## config.mk

```make
export PLATFORM = sky130hd
export DESIGN_NAME = cpu_clk_sched
export DESIGN_NICKNAME = d
export VERILOG_FILES = /design/src/rtl/cpu_clk_sched.sv
export SDC_FILE = /design/constraint.sdc
export NUM_CORES = 1
export LEC_CHECK = 0
export CORE_ASPECT_RATIO = 1.5
export CORE_MARGIN = 4
export CORE_UTILIZATION = 56
export CTS_CLUSTER_DIAMETER = 120
export DETAILED_ROUTE_END_ITERATION = 7
export MAX_ROUTING_LAYER = met4
export PLACE_DENSITY_LB_ADDON = 0.3
export SLEW_MARGIN = 20
export SYNTH_ARGS = -nofsm -noshare
export SYNTH_HDL_FRONTEND = slang
export SYNTH_SLANG_ARGS = --single-unit
```

## constraint.sdc

```tcl
create_clock -name clk -period 4.67 [get_ports clk]
set_clock_uncertainty 0.05 [all_clocks]
set_input_delay 0.934 -clock clk [delete_from_list [all_inputs] [get_ports clk]]
set_output_delay 0.934 -clock clk [all_outputs]
set_load 0.05 [all_outputs]
```

## src/rtl/cpu_clk_sched.sv

```systemverilog
// CPU clock-enable scheduler: free run / halt / single step / N-tick burst at period div_reg+1.
// Latency: first cpu_en div_reg+1 cycles after the command edge; no backpressure, commands are single-cycle pulses.
module cpu_clk_sched #(
  parameter int DIV_WIDTH = 24,
  parameter logic [DIV_WIDTH-1:0] DEFAULT_DIV = 24'd49999,
  parameter int BURST_WIDTH = 16
) (
  input  logic                   clk,
  input  logic                   rst,
  input  logic [DIV_WIDTH-1:0]   div_value,
  input  logic                   div_load,
  input  logic                   cmd_run,
  input  logic                   cmd_halt,
  input  logic                   cmd_step,
  input  logic                   cmd_burst,
  input  logic [BURST_WIDTH-1:0] burst_count,
  output logic                   cpu_en,
  output logic                   busy,
  output logic [1:0]             state,
  output logic [BURST_WIDTH-1:0] burst_left
);

  typedef enum logic [1:0] {
    IDLE  = 2'b00,
    RUN   = 2'b01,
    STEP  = 2'b10,
    BURST = 2'b11
  } state_t;

  state_t                 state_q, state_d;
  logic [DIV_WIDTH-1:0]   cnt_q, cnt_d;
  logic [DIV_WIDTH-1:0]   div_q, div_d;
  logic [BURST_WIDTH-1:0] left_q, left_d;
  logic                   tick;

  assign tick = (state_q != IDLE) && (cnt_q == div_q);

  always_comb begin
    state_d = state_q;
    cnt_d   = cnt_q;
    left_d  = left_q;
    div_d   = div_q;

    if (state_q != IDLE) begin
      cnt_d = tick ? '0 : cnt_q + 1'b1;
    end

    case (state_q)
      IDLE: begin
        cnt_d = '0;
        if (cmd_step) begin
          state_d = STEP;
        end else if (cmd_burst && (burst_count != '0)) begin
          state_d = BURST;
          left_d  = burst_count;
        end else if (cmd_run) begin
          state_d = RUN;
        end
      end
      STEP: begin
        if (tick) state_d = IDLE;
      end
      BURST: begin
        // Switching to free run keeps cnt so the tick phase does not jump.
        if (cmd_run) begin
          state_d = RUN;
          left_d  = '0;
        end else if (tick) begin
          left_d = left_q - 1'b1;
          if (left_q == 1) state_d = IDLE;
        end
      end
      default: ;
    endcase

    if (cmd_halt) begin
      state_d = IDLE;
      left_d  = '0;
    end

    if (state_d == IDLE) cnt_d = '0;

    // A reload restarts a full period, even if a tick was pending.
    if (div_load) begin
      div_d = div_value;
      cnt_d = '0;
    end
  end

  always_ff @(posedge clk) begin
    if (rst) begin
      state_q <= IDLE;
      cnt_q   <= '0;
      div_q   <= DEFAULT_DIV;
      left_q  <= '0;
    end else begin
      state_q <= state_d;
      cnt_q   <= cnt_d;
      div_q   <= div_d;
      left_q  <= left_d;
    end
  end

  assign cpu_en     = tick;
  assign busy       = (state_q != IDLE);
  assign state      = state_q;
  assign burst_left = left_q;

endmodule

```

==> impl_metrics.env <==
export IMPL_outcome="completed"
export IMPL_cp_end_kind="primary output"
export IMPL_ctsRootBufferMaster="clkbuf_8"
export IMPL_period_needed_ps=3850
export IMPL_die_y_um=103
export IMPL_finalMaxSlewViolations=0
export IMPL_synth_area_per_cell_um2=8.62
export IMPL_diodes=0
export IMPL_timing_final_crit_share_pct=82.5
export IMPL_hold_depth=1
export IMPL_clock_latency_ps=330
export IMPL_vias=3142
export IMPL_drt_iter0_drc=297
export IMPL_ys_seq_area_share_pct=39.1
export IMPL_htree_levels=3
export IMPL_dp_hpwl_um=6510
export IMPL_die_w_um=71.4
export IMPL_nNetsFinal=502
export IMPL_worstHoldPathType="reg2reg"
export IMPL_critPathKind="reg2out"
export IMPL_drc=0
export IMPL_tns_ps=0
export IMPL_cts_resized_gates=0
export IMPL_synth_seq_cells=66
export IMPL_crit_path_start_kind="flip-flop"
export IMPL_routed_wl_um=8680
export IMPL_io_buffers=66
export IMPL_synth_area_um2=3380
export IMPL_ys_flop_type="dfxtp_1"
export IMPL_first_global_vias=3054
export IMPL_leakagePower_nw=1.45
export IMPL_maxSlewHeadroom_pct=38.6
export IMPL_critical_path_required_ps=3690
export IMPL_grt_first_pass_wirelength_um=14000
export IMPL_cpPeakStageDelay_ps=820
export IMPL_hold_viol=0
export IMPL_yosys_warnings=0
export IMPL_reg2regPathDepth=6
export IMPL_peakVddDrop_mv=0.228
export IMPL_antenna_found_initial=0
export IMPL_synthArstFlopShare_pct=0
export IMPL_io_pins=67
export IMPL_routabilityCongestion=0.951
export IMPL_synth_edf_count=0
export IMPL_p_per_area_nw_per_um2=292
export IMPL_dieArea_um2=7360
export IMPL_rows=34
export IMPL_fin_cells=528
export IMPL_clkSinkCount=66
export IMPL_holdCritStartpoint="cnt_q[0]$_SDFFE_PP0N_"
export IMPL_syn_inst=392
export IMPL_first_pass_iters=5
export IMPL_dp_worst_setup_slack_ps=1140
export IMPL_core_um2=5830
export IMPL_cp_arrival_ps=2870
export IMPL_r2r_start="cnt_q[4]$_SDFFE_PP0N_"
export IMPL_wl_per_cell_um=16.4
export IMPL_fin_total_pwr_mw=1.24
export IMPL_path_cells="xnor2_1 > nand4_1 > nor4_4 > nand2_2 > nor2_1 > clkdlybuf4s50_1"
export IMPL_cp_max_fo=8
export IMPL_cap_violations=0
export IMPL_grt_max_degree=35
export IMPL_hold_end="cnt_q[0]$_SDFFE_PP0N_"
export IMPL_fmax_ghz=0.260
export IMPL_rrSetupSlack_ps=1610
export IMPL_ctsHoldBuffers=0
export IMPL_final_util_pct=72.7
export IMPL_rsz0062_at_grt="false"
export IMPL_syn_to_final_growth_pct=25.4
export IMPL_cts_tree="built"
export IMPL_start_util_pct=58.0
export IMPL_layout_drive_gt1_share_pct=5.48
export IMPL_viasPerCell=5.95
export IMPL_grt_use_total_pct=24.9
export IMPL_worst_pin_slew_ps=916
export IMPL_cts_setup_buffers=0
export IMPL_cts_clk_slew_worst_paths_ps=70
export IMPL_ant_nets=0
export IMPL_cts_buffers=9
export IMPL_clock_path_buffers=2
export IMPL_dp_cells=513
export IMPL_slowest_stage="clkdlybuf4s50_1"
export IMPL_grt_ovfl_total=0
export IMPL_synth_fp_nets=442
export IMPL_finalSetupViolCount=0
export IMPL_synth_cell_types=51
export IMPL_reg2reg_to="cnt_q[14]$_SDFFE_PP0N_"
export IMPL_layout_setup_ws_ps=818
final cells by class:
type	count	area (µm²)
multi-input combinational	295	1920
clock inverter	3	40.0
sequential	66	1320
fill	447	1590
tap	72	90.1
inverter	12	45.0
timing repair buffer	68	676
clock buffer	12	145
how the worst max path moves through the flow:
| stage | start | to | slack, ps | depth (start not counted) |
|---|---|---|---|---|
| floorplan | cnt_q[4]$_SDFFE_PP0N_ | cpu_en | 1740 | 6 |
| finish | cnt_q[4]$_SDFFE_PP0N_ | cpu_en | 820 | 6 |
| global placement | cnt_q[4]$_SDFFE_PP0N_ | cpu_en | 1150 | 6 |
| global route | cnt_q[4]$_SDFFE_PP0N_ | cpu_en | 620 | 6 |
| detailed placement | cnt_q[4]$_SDFFE_PP0N_ | cpu_en | 1140 | 6 |
| CTS | cnt_q[4]$_SDFFE_PP0N_ | cpu_en | 770 | 6 |
critical path, delay by kind of cell (launching register included):
| kind | cells | cell delay [ps] |
|---|---|---|
| xor gates and xnor gates | 1 | 150 |
| buffers and inverters | 1 | 820 |
| DFF | 1 | 460 |
| and+or+nand+nor | 4 | 1100 |
registers in the layout, summed over array words and instances, names as in the netlist:
register    count
burst_left     16
cnt_q          24
state           2
div_q          24
layout by cell type, fill, tap and decap left out, types with 3 or more instances in the layout:
cell type	count
xnor2_1	32
a41oi_1	3
clkbuf_8	10
nand2_1	27
ha_1	3
clkdlybuf4s50_1	66
nand4_1	21
dfxtp_1	66
a211o_1	11
inv_1	11
nor2_1	64
a31oi_1	9
mux2i_1	16
or4_1	7
o21ai_0	12
xor2_1	14
nor4_1	3
a32oi_1	4
or3_1	3
nor2b_1	9
o21a_1	3
nand3_1	6
nor3_1	10
a21oi_1	10
synthesized netlist by cell type, types with 6 or more instances:
| library cell | instances | area share [%] |
|---|---|---|
| a211o_1 | 11 | 2.9 |
| a21oi_1 | 10 | 1.5 |
| a31oi_1 | 9 | 1.7 |
| clkbuf_1 | 10 | 1.1 |
| dfxtp_1 | 66 | 39 |
| inv_1 | 11 | 1.2 |
| mux2i_1 | 16 | 4.7 |
| nand2_1 | 27 | 3.0 |
| nand3_1 | 6 | 0.89 |
| nand4_1 | 21 | 3.9 |
| nor2_1 | 64 | 7.1 |
| nor2b_1 | 9 | 1.7 |
| nor3_1 | 10 | 1.5 |
| o21ai_0 | 12 | 1.8 |
| or4_1 | 7 | 1.6 |
| xnor2_1 | 32 | 8.3 |
| xor2_1 | 14 | 3.6 |
routing by layer:
| layer | global-route usage, % | up-vias | routed length (µm) |
|---|---|---|---|
| li1 | - | 1512 | - |
| met1 | 26.8 | 1450 | 3320 |
| met2 | 41.3 | 150 | 4320 |
| met3 | 4.68 | 30 | 645 |
| met4 | 16.6 | 0 | 397 |
| met5 | - | - | 0 |
kinds of logic after synthesis:
kind of cell | after synthesis | share of synthesized area, %
simple gates | 165 | 24.6
flops | 66 | 39.1
compound gates | 65 | 14.5
xor+xnor | 46 | 11.9
buf+inv | 31 | 4.07
mux | 16 | 4.74
fa+ha+maj | 3 | 1.11
power breakdown:
part	leakage, nW	switching, mW	internal, mW	total [mW]
clock	0.0962	0.202	0.257	0.459
combinational	0.816	0.0942	0.0869	0.181
sequential	0.538	0.0169	0.581	0.598
stage by stage:
step	cell area, µm²	hold slack [ps]
6_report	4240	429
5_1_grt	4240	454
4_1_cts	4240	434
3_5_place_dp	4050	418
3_3_place_gp	4050	408
2_1_floorplan	3380	391
(Power assumes the default switching activity.)
==> RTL edit: new RTL, same settings <==
Change the parameter `DEFAULT_DIV` from 24'd49999 to 24'd32768.
--- a/src/rtl/cpu_clk_sched.sv
+++ b/src/rtl/cpu_clk_sched.sv
@@ -2,7 +2,7 @@
 // Latency: first cpu_en div_reg+1 cycles after the command edge; no backpressure, commands are single-cycle pulses.
 module cpu_clk_sched #(
   parameter int DIV_WIDTH = 24,
-  parameter logic [DIV_WIDTH-1:0] DEFAULT_DIV = 24'd49999,
+  parameter logic [DIV_WIDTH-1:0] DEFAULT_DIV = 24'd32768,
   parameter int BURST_WIDTH = 16
 ) (
   input  logic                   clk,
Formal check against the unedited RTL: same outputs for any inputs over 10 cycles, from zero or initial values and one cycle with rst high; that may be too few to reach the edited logic, so the function may still have changed.
==> RTL edit against the unedited design <==
  * Largest power group unchanged
  * Final area fell by 0.41%
  * First-iteration DRC count rose by 8.8%
  * Critical path type unchanged
  * Routed wire length rose by 0.81%
  * Register-to-register slack improved by 0.03 ns
  * Highest routed layer unchanged
  * Total power fell by 1.6%
  * Setup slack improved by 0.058 ns
  * Sequential cell count did not move
  * Fmax rose by 1.5%
  * Area after synthesis fell by 0.30%
==> RTL edit: results (changes against the unedited design) <==
- The detailed-router iteration count before antenna repair was 5 (unchanged).
- The clock buffer count is 12 (unchanged).
- Destination of the worst register-to-register timing path: cnt_q[20]$_SDFFE_PP0N_
* Number of buffers added on ports: 66 (unchanged)
- The post-CTS setup-driven buffer insertion count is 0 (unchanged).
- Wire length of the first global-routing pass: 14000 µm (-0.15%)
- Count of buffers not belonging to the clock network in the layout: 68 (unchanged)
- Post-Synth XOR/XNOR Area: 0.120 (+0.000354)
* Share of layout cells above drive strength 1: 0.0571 (+0.00232)
- The worst setup slack after placement is 1.19 ns (+0.0434 ns).
- The pin count of the biggest net entering global routing came to 27 (-23%).
- The post-synthesis compound-gate area fraction came to 0.124 (-0.0204).
* Sum of routed wire length over all layers: 8750 µm (+0.81%)
- The mean routed wirelength per cell was 16.6 µm (+1.0%).
* Area share of fa/ha/maj cells after synthesis: 0.0111 (+0.0000330)
* Multiplexer fraction of the synthesized cell area: 0.0713 (+0.0239)
* Synthesized area per cell: 8.59 µm² (-0.30%)
- The non-clock buffering overhead in the final layout was 0.160 (+0.000662).
* Most instantiated cells after synthesis: nor2_1 (72), dfxtp_1 (66), xnor2_1 (32)
- Starting DRT DRC Count: 323 (+8.8%)
- The number of antenna diodes came to 0 (unchanged).
- The placed wire-length estimate was 6500 µm (-0.22%).
* Final count of pins violating max slew: 0 (unchanged)
- Slew headroom: 0.389 (+0.00323)
- The number of levels in the clock H-tree was 3 (unchanged).
- Share of the final layout cell area in sequential cells: 0.313 (+0.00129)
* Clock Path Buffers: 2 (unchanged)
- Top cells by area in the synthesized netlist: dfxtp_1 (39%), xnor2_1 (8.3%), nor2_1 (8.0%)
- The standby leakage power is 0.00145 µW (+0.27%).
- The multi-input logic area came to 1910 µm² (-0.52%).
- IR drop worst, VDD: 0.248 mV (+8.6%)
- Initial antenna violation count: 0 (unchanged)
* Worst path top cell family by delay: simple AND/OR/NAND/NOR gates
- The final critical-path share of the clock period is 0.813 (-0.0123).
- The global placer's final weighted congestion is 0.948 (-0.29%).
- Vias in the first global route: 3057 (+0.098%)
* Total GRT Usage: 0.253 (+0.00450)
* FILL cells: 461 (+3.1%)
* Number of cells after detailed placement: 513 (unchanged)
- Clock-pin slew on the worst setup and hold paths: 0.07 ns (about the same)
- The post-detailed-route via-to-cell ratio is 5.98 (+0.57%).
* Result of the run: completed
* Critical path arrival: 2.81 ns (-0.06 ns)
* Register-to-Register Setup Slack: 1.64 ns (+0.03 ns)
- Clock tree cell share of total cell area: 0.0421 (-0.00160)
- Sequential share of the synthesized area: 0.392 (+0.00116)
## RTL edit: routing by layer
metal,up-vias,GRT usage,wire (µm)
li1,1504,-,-
met1,1467,0.261,3350
met2,149,0.443,4470
met3,34,0.0498,564
met4,0,0.148,370
met5,-,-,0
## RTL edit: cells by family after synthesis
| group | Yosys count |
|---|---|
| AO/OA/AOI/OAI | 57 |
| buffers and inverters | 31 |
| flip-flops | 66 |
| XOR/XNOR | 46 |
| adder cells (fa/ha/maj) | 3 |
| multiplexers | 24 |
| AND/OR/NAND/NOR | 165 |
## RTL edit: per-stage QoR
stage | cell area, µm² | hold WS (ns)
global route | 4220 | 0.466
detailed placement | 4040 | 0.421
CTS | 4220 | 0.438
global placement | 4040 | 0.410
finish | 4220 | 0.434
floorplan | 3370 | 0.391
## RTL edit: where the power goes
group          switching [µW]  internal (µW)  total (µW)
registers                15.8            580         596
logic                    99.9           87.0         187
clock network             206            229         435
total                     321            896        1220
